--- config.mk ---
export PLATFORM = sky130hd
export DESIGN_NAME = muldiv_sequencer
export DESIGN_NICKNAME = d
export VERILOG_FILES = /design/src/rtl/muldiv_sequencer.sv
export SDC_FILE = /design/constraint.sdc
export NUM_CORES = 1
export LEC_CHECK = 0
export CORE_MARGIN = 5
export CORE_UTILIZATION = 35
export CTS_BUF_LIST = sky130_fd_sc_hd__clkbuf_2 sky130_fd_sc_hd__clkbuf_4 sky130_fd_sc_hd__clkbuf_8
export DETAILED_ROUTE_END_ITERATION = 8
export GPL_TIMING_DRIVEN = 0
export MAX_ROUTING_LAYER = met4
export PLACE_DENSITY = 0.74
export REMOVE_ABC_BUFFERS = 1
export SLEW_MARGIN = 15
export SYNTH_ARGS = -nofsm -noshare
export SYNTH_HDL_FRONTEND = slang
export SYNTH_SLANG_ARGS = --single-unit
--- constraint.sdc ---
create_clock -name i_clk -period 2.1 [get_ports i_clk]
set_input_delay 0.42 -clock i_clk [delete_from_list [all_inputs] [get_ports i_clk]]
set_output_delay 0.42 -clock i_clk [all_outputs]
set_load 0.01 [all_outputs]
--- src/rtl/muldiv_sequencer.sv ---
// muldiv_sequencer: multi-cycle unsigned MULTU/DIVU sequencer driving a shared external adder
// Ports:
//   i_clk, i_reset      rising-edge clock, synchronous active-high reset
//   i_start, i_op       request (sampled in IDLE only), 0 = MULTU, 1 = DIVU
//   i_src_a, i_src_b    multiplicand/dividend, multiplier/divisor
//   o_busy, o_done      high while iterating, one-cycle result-valid pulse
//   o_div_by_zero       valid with o_done for DIVU by zero
//   o_hi, o_lo          MULTU product high/low, DIVU remainder/quotient
//   o_adder_a/b/cin     operands to the shared adder (cin = 1 subtracts)
//   i_adder_sum         combinational sum returned by the shared adder
module muldiv_sequencer #(
    parameter int WIDTH = 32
) (
    input  logic             i_clk,
    input  logic             i_reset,
    input  logic             i_start,
    input  logic             i_op,
    input  logic [WIDTH-1:0] i_src_a,
    input  logic [WIDTH-1:0] i_src_b,
    output logic             o_busy,
    output logic             o_done,
    output logic             o_div_by_zero,
    output logic [WIDTH-1:0] o_hi,
    output logic [WIDTH-1:0] o_lo,
    output logic [WIDTH-1:0] o_adder_a,
    output logic [WIDTH-1:0] o_adder_b,
    output logic             o_adder_cin,
    input  logic [WIDTH-1:0] i_adder_sum
);
    localparam int CW = $clog2(WIDTH);
    localparam logic [CW-1:0] LAST = CW'(WIDTH - 1);
    typedef enum logic [1:0] {IDLE, RUN, DONE} state_t;
    state_t r_state, w_next;
    logic [CW-1:0] r_cnt;
    logic [WIDTH-1:0] r_hi, r_lo, r_opnd;
    logic r_op, r_dbz;
    logic w_run, w_zero, w_b, w_co;
    assign w_run = (r_state == RUN);
    assign w_zero = (i_src_b == '0);
    always_ff @(posedge i_clk) begin
        if (i_reset) r_state <= IDLE;
        else r_state <= w_next;
    end
    always_comb begin
        w_next = r_state;
        case (r_state)
            IDLE:    w_next = i_start ? ((i_op && w_zero) ? DONE : RUN) : IDLE;
            RUN:     w_next = (r_cnt == LAST) ? DONE : RUN;
            default: w_next = IDLE;
        endcase
    end
    assign o_busy = w_run;
    assign o_done = (r_state == DONE);
    assign o_div_by_zero = o_done & r_dbz;
    assign o_hi = r_hi;
    assign o_lo = r_lo;
    // DIVU presents the partial remainder shifted left by one, pulling in the next dividend bit
    assign o_adder_a = !w_run ? '0 : r_op ? {r_hi[WIDTH-2:0], r_lo[WIDTH-1]} : r_hi;
    assign o_adder_b = w_run ? r_opnd : '0;
    assign o_adder_cin = w_run & r_op;
    // The adder has no carry-out; rebuild it from the MSBs. For subtract the adder
    // sees ~b, so the same add formula applies to the inverted B bit (co = no borrow).
    assign w_b = r_op ? ~o_adder_b[WIDTH-1] : o_adder_b[WIDTH-1];
    assign w_co = (o_adder_a[WIDTH-1] & w_b) | ((o_adder_a[WIDTH-1] | w_b) & ~i_adder_sum[WIDTH-1]);
    always_ff @(posedge i_clk) begin
        if (i_reset) begin
            r_cnt <= '0;
            r_hi <= '0;
            r_lo <= '0;
            r_opnd <= '0;
            r_op <= 1'b0;
            r_dbz <= 1'b0;
        end else if (r_state == IDLE && i_start) begin
            r_cnt <= '0;
            r_op <= i_op;
            r_opnd <= i_op ? i_src_b : i_src_a;
            r_dbz <= i_op & w_zero;
            r_hi <= (i_op && w_zero) ? i_src_a : '0;
            r_lo <= i_op ? (w_zero ? '1 : i_src_a) : i_src_b;
        end else if (w_run) begin
            r_cnt <= r_cnt + 1'b1;
            if (!r_op) begin
                {r_hi, r_lo} <= r_lo[0] ? {w_co, i_adder_sum, r_lo[WIDTH-1:1]}
                                        : {1'b0, r_hi, r_lo[WIDTH-1:1]};
            end else if (r_hi[WIDTH-1] | w_co) begin
                // The bit shifted out of hi means the partial remainder already exceeds the divisor
                r_hi <= i_adder_sum;
                r_lo <= {r_lo[WIDTH-2:0], 1'b1};
            end else begin
                r_hi <= o_adder_a;
                r_lo <= {r_lo[WIDTH-2:0], 1'b0};
            end
        end
    end
endmodule
### Yosys cells after proc, flatten, opt, wreduce, memory -nomap -nowiden

Index checks and enable logic that the tools add are counted.

* logic and storage cells: 48
* flip-flop bits (word level): 105
* input bits: 100

* mux-type cells: 21
* equality and inequality tests: 3
* add/sub/neg operators: 1
* reductions and logical operators: 6
* bitwise logic cells: 10

Operators with widths (number)
* 32-bit two-way mux: 14
* 64-bit two-way mux: 1
* 32-bit zero test: 1
* 2-bit two-way mux: 3
* 5-bit by 1-bit adder with 5-bit output (second input constant): 1
* 1-bit AND: 5
* 5-bit equality test (second input constant): 1
* 2-bit case mux with 2 select lines: 1
* 1-bit bitwise OR: 3
* 2-bit by 1-bit equality test with 1-bit output (second input constant): 1
* 2-bit equality test (second input constant): 1
* 1-bit logical AND: 2
* 2-bit zero test: 1
* 1-bit two-way mux: 2
* 1-bit NOT: 2
* 2-bit nonzero test: 1
* 2-bit OR reduction: 1

### Longest topological paths before layout

Gate-level depths: netlist of run 1.

* word-level depth: 12
* mapped depth: 8
* gate-level depth less buffers: 6

### Worst setup path before layout of run 1

Ideal clock, no wire load.

* path type: reg-to-output
* from: register r_op
* to: output o_adder_a[31]
* stages on the path, launching flop included: 8
* required time: 1680 ps
* slack: 177 ps
* arrival time: 1503 ps
* path buffers: 5
* cells stage by stage: dfxtp_1 -> buf_2 -> buf_2 -> buf_2 -> buf_2 -> buf_2 -> mux2i_1 -> nor2_1

* cells in the longest elaborated chain, start to end: 2

RTL lines
* start, declared: RTL line 36 `logic r_op, r_dbz;`
* start signal, assigned: RTL line 75 `r_op <= i_op;`
* 32-bit two-way mux (2 in a row): RTL line 58 `assign o_adder_a = !w_run ? '0 : r_op ? {r_hi[WIDTH-2:0], r_lo[WIDTH-1]} : r_hi;`
* end, declared: RTL line 25 `output logic [WIDTH-1:0] o_adder_a,`

Every way passes these cells.

### Worst setup path in the final report of run 1

* from: input i_src_b[26]
* to: register r_hi[27], in the netlist o_hi[27]

* cells in the longest elaborated chain, start to end: 4

RTL lines
* start, declared: RTL line 19 `input logic [WIDTH-1:0] i_src_b,`
* 32-bit zero test: RTL line 39 `assign w_zero = (i_src_b == '0);`
* 1-bit logical AND: RTL line 78 `r_hi <= (i_op && w_zero) ? i_src_a : '0;`
* 32-bit two-way mux: RTL line 78
* 32-bit two-way mux: RTL line 73 `end else if (r_state == IDLE && i_start) begin`
* end signal, assigned: RTL line 78
* end signal, assigned: RTL line 83 `{r_hi, r_lo} <= r_lo[0] ? {w_co, i_adder_sum, r_lo[WIDTH-1:1]}`
* end signal, assigned: RTL line 87 `r_hi <= i_adder_sum;`
* end, declared: RTL line 35 `logic [WIDTH-1:0] r_hi, r_lo, r_opnd;`

Every way passes these cells.
A chain may end at the register's enable or synchronous reset.

==> metrics.cfg, run 1 <==
[outcome]
status=finished, final reports clean

[sta]
layout_worst_path_cycle_share_pct=99.17
finClkSkew_ps=19.15
fmax_mhz=480.2
tightest_slew_ps=869.4
setup_viol=0
rsz0062_at_grt=true
min_period_ps=2083
slew-limit-headroom_pct=41.83
hold_ws_ps=459.5
slew_violations=0
hold_viol=0

[setup_path]
rrSetupSlack_ps=80
cp.required_ps=2450
critPathKind=primary input to flop
ff2ff_path_depth=8
critPathMaxFanout=5
r2r_end=o_hi[19]
end_kind=flop
arrival_ps=2430
cp_slowest_cell=clkdlybuf4s50_1
timing.rr.start=r_state[1]
critPathLaunch=i_src_b[26]
cpPeakStageDelay_ps=490
worstSetupEndpoint=o_hi[27]
crit_chain=clkdlybuf4s50_1, or3_4, nor4_4, and3_4, buf_12, buf_16, a221o_1
start_kind=primary input

[floorplan]
fp.dieW_um=154.6
die_area_sq_mm=0.02390
pin_count=232
core_area_sq_mm=0.02043
start_util_pct=35.82
die_y_um=154.6
num_rows=52

[detailed_routing]
vias_per_cell=5.737
drtIter0Drc=551
dr.pass1.iters=7
wirelength_mm=31.54
avgRoutedWirePerCell_um=22.79
num_vias=7940
ant_nets=0
drc=0

[grt]
grt_overflow=0
grt_pass1_vias=7637
track_usage_pct=24.99
grt_max_degree=47
antenna_found_initial=2
grt_pass1_wl_mm=45.51

[placed_design]
globalplace.congestion=0.8068
dp.cells=1321
portBuffers=231
dpl.hpwl_mm=18.49
dpl_cell_area_sq_mm=0.009884

[yosys]
ys.flop_type=dfxtp_1
ys_seq_elements=105
avgSynthCellArea_sq_um=8.212
ys_types=41
netlist_area_sq_mm=0.007317
async_reset_ff_share_pct=0
synth_edf_count=0
syn_inst=891
yosys_warnings=0
ys_seq_area_share_pct=28.73

[cells_and_area]
stdcell_area_sq_mm=0.01113
multi_input_area_sq_mm=0.005223
area_growth_pct=52.09
fin_util_pct=54.47
final_common_cell=clkdlybuf4s50_1
fillers=1938
final_cells=1384
drive_gt1_share_pct=18.60
final_cell_mix=clkdlybuf4s50_1 (144), mux2i_1 (127), nor2b_1 (114)
nets=1210
final-seq-area_sq_mm=0.002117

[clock_network]
cts.sinks=105
clk_path_buf_depth=2
cts_buffers=9
clk_pin_slew_worst_paths_ps=110
cts_tree=built
clockRootBuffer=clkbuf_8
clk_latency_ps=400
htree_levels=3
hold_buffers=0

[power_and_ir_drop]
pwr-share-seq_pct=40.1
p_per_area_mw_per_mm2=518.8
intPower_mw=3.695
switching_share_pct=36.00
p_clk_share_pct=22.7
p_sw_mw=2.078
power_frac_comb_pct=37.2
p_leak_nw=4.498
ir_drop_uv=275.3

[flow_run]
maxCapViolCount=0

[hold_path]
hold_class=primary input to flop
min_from=i_reset

state kept, by name, indices dropped and copies added (netlist names):
name / count
o_hi: 32
o_lo: 32
r_op: 1
r_dbz: 1
r_cnt: 5
r_state: 2
r_opnd: 32
critical path, delay by kind of cell:
family | cells | cell delay, ps
compound gates | 1 | 140
buf+inv | 3 | 760
simple gates | 3 | 1100
synthesized netlist by cell type, drive strengths merged, types with 6 or more instances:
master | instances | area share [%]
nor2 | 109 | 5.6
o21ai | 8 | 0.55
clkbuf | 47 | 2.4
a221o | 31 | 4.2
dfxtp | 105 | 29
nor4 | 8 | 0.77
buf | 43 | 3.1
nor2b | 115 | 9.8
mux2i | 134 | 18
nor3 | 6 | 0.41
a21oi | 57 | 4.1
and3 | 33 | 2.8
a211oi | 112 | 11
nand2 | 16 | 0.82
and2 | 34 | 2.9
stage by stage:
step / TNS [ps] / total power [mW] / setup WS, ps
after CTS: -75.80 / 5.636 / -70.97
after global placement: -1408700 / 4.149 / -14930
after floorplan: -778830 / 3.257 / -8811
after detailed placement: -142000 / 4.126 / -1410
final: 0 / 5.773 / 17.33
after global routing: -133.6 / 6.019 / -24.26
routing by layer:
metal | global-route usage (%) | up-vias | part of all wire [%]
li1 | - | 3708 | -
met1 | 32.41 | 3815 | 43
met2 | 39.60 | 368 | 48
met3 | 3.940 | 49 | 7.0
met4 | 8.957 | 0 | 2.1
met5 | - | - | 0
worst min-delay path by stage:
stage | endpoint | depth (start not counted)
finish | o_lo[7] | 2
global route | o_lo[7] | 2
CTS | o_lo[7] | 2
detailed placement | r_opnd[24] | 2
floorplan | r_opnd[0] | 2
global placement | r_opnd[6] | 2
what timing repair did:
item                       in CTS  in global routing
buffers inserted               25                  8
resized for setup             276                 90
pin swaps                      11                 13
cloned                         11                  5
setup endpoints to repair     157                 92
power by group through the flow:
stage / registers (mW) / clock network, mW / logic, mW
global placement: 2.43 / 0 / 1.72
detailed placement: 2.39 / 0 / 1.73
CTS: 2.31 / 1.33 / 1.99
floorplan: 2.40 / 0 / 0.856
finish: 2.31 / 1.31 / 2.15
global route: 2.33 / 1.40 / 2.29
kinds of logic (layout without fill, tap and decap cells):
group                    Yosys count  in the layout  synth area share (%)
AO/OA/AOI/OAI                    219            219                 21.56
AND/OR/NAND/NOR                  331            333                 24.33
flip-flops                       105            105                 28.73
buffers and inverters             93            313                 5.728
adder cells (fa/ha/maj)            2              2                0.3419
multiplexers                     138            138                 18.95
XOR/XNOR                           3              3                0.3592
other                              0              1                     0
cell type report:
cell class                 instances  share of cell area [%]
clock buffer                      11                   1.360
clock inverter                     5                  0.3373
timing repair inverter             5                  0.8882
tap                              270                   3.036
inverter                           3                  0.3598
sequential                       105                   19.02
timing repair buffer             289                   28.04
antenna                            1                 0.02249
multi-input combinational        695                   46.93
Note: power is estimated with default switching activity, not from simulation.
==> inputs of run 2 (changes only) <==
Settings changed: GPL_ROUTABILITY_DRIVEN set to 0.
==> results of run 2 <==
No change in the layout: final DEF, timing and power equal those of run 1.
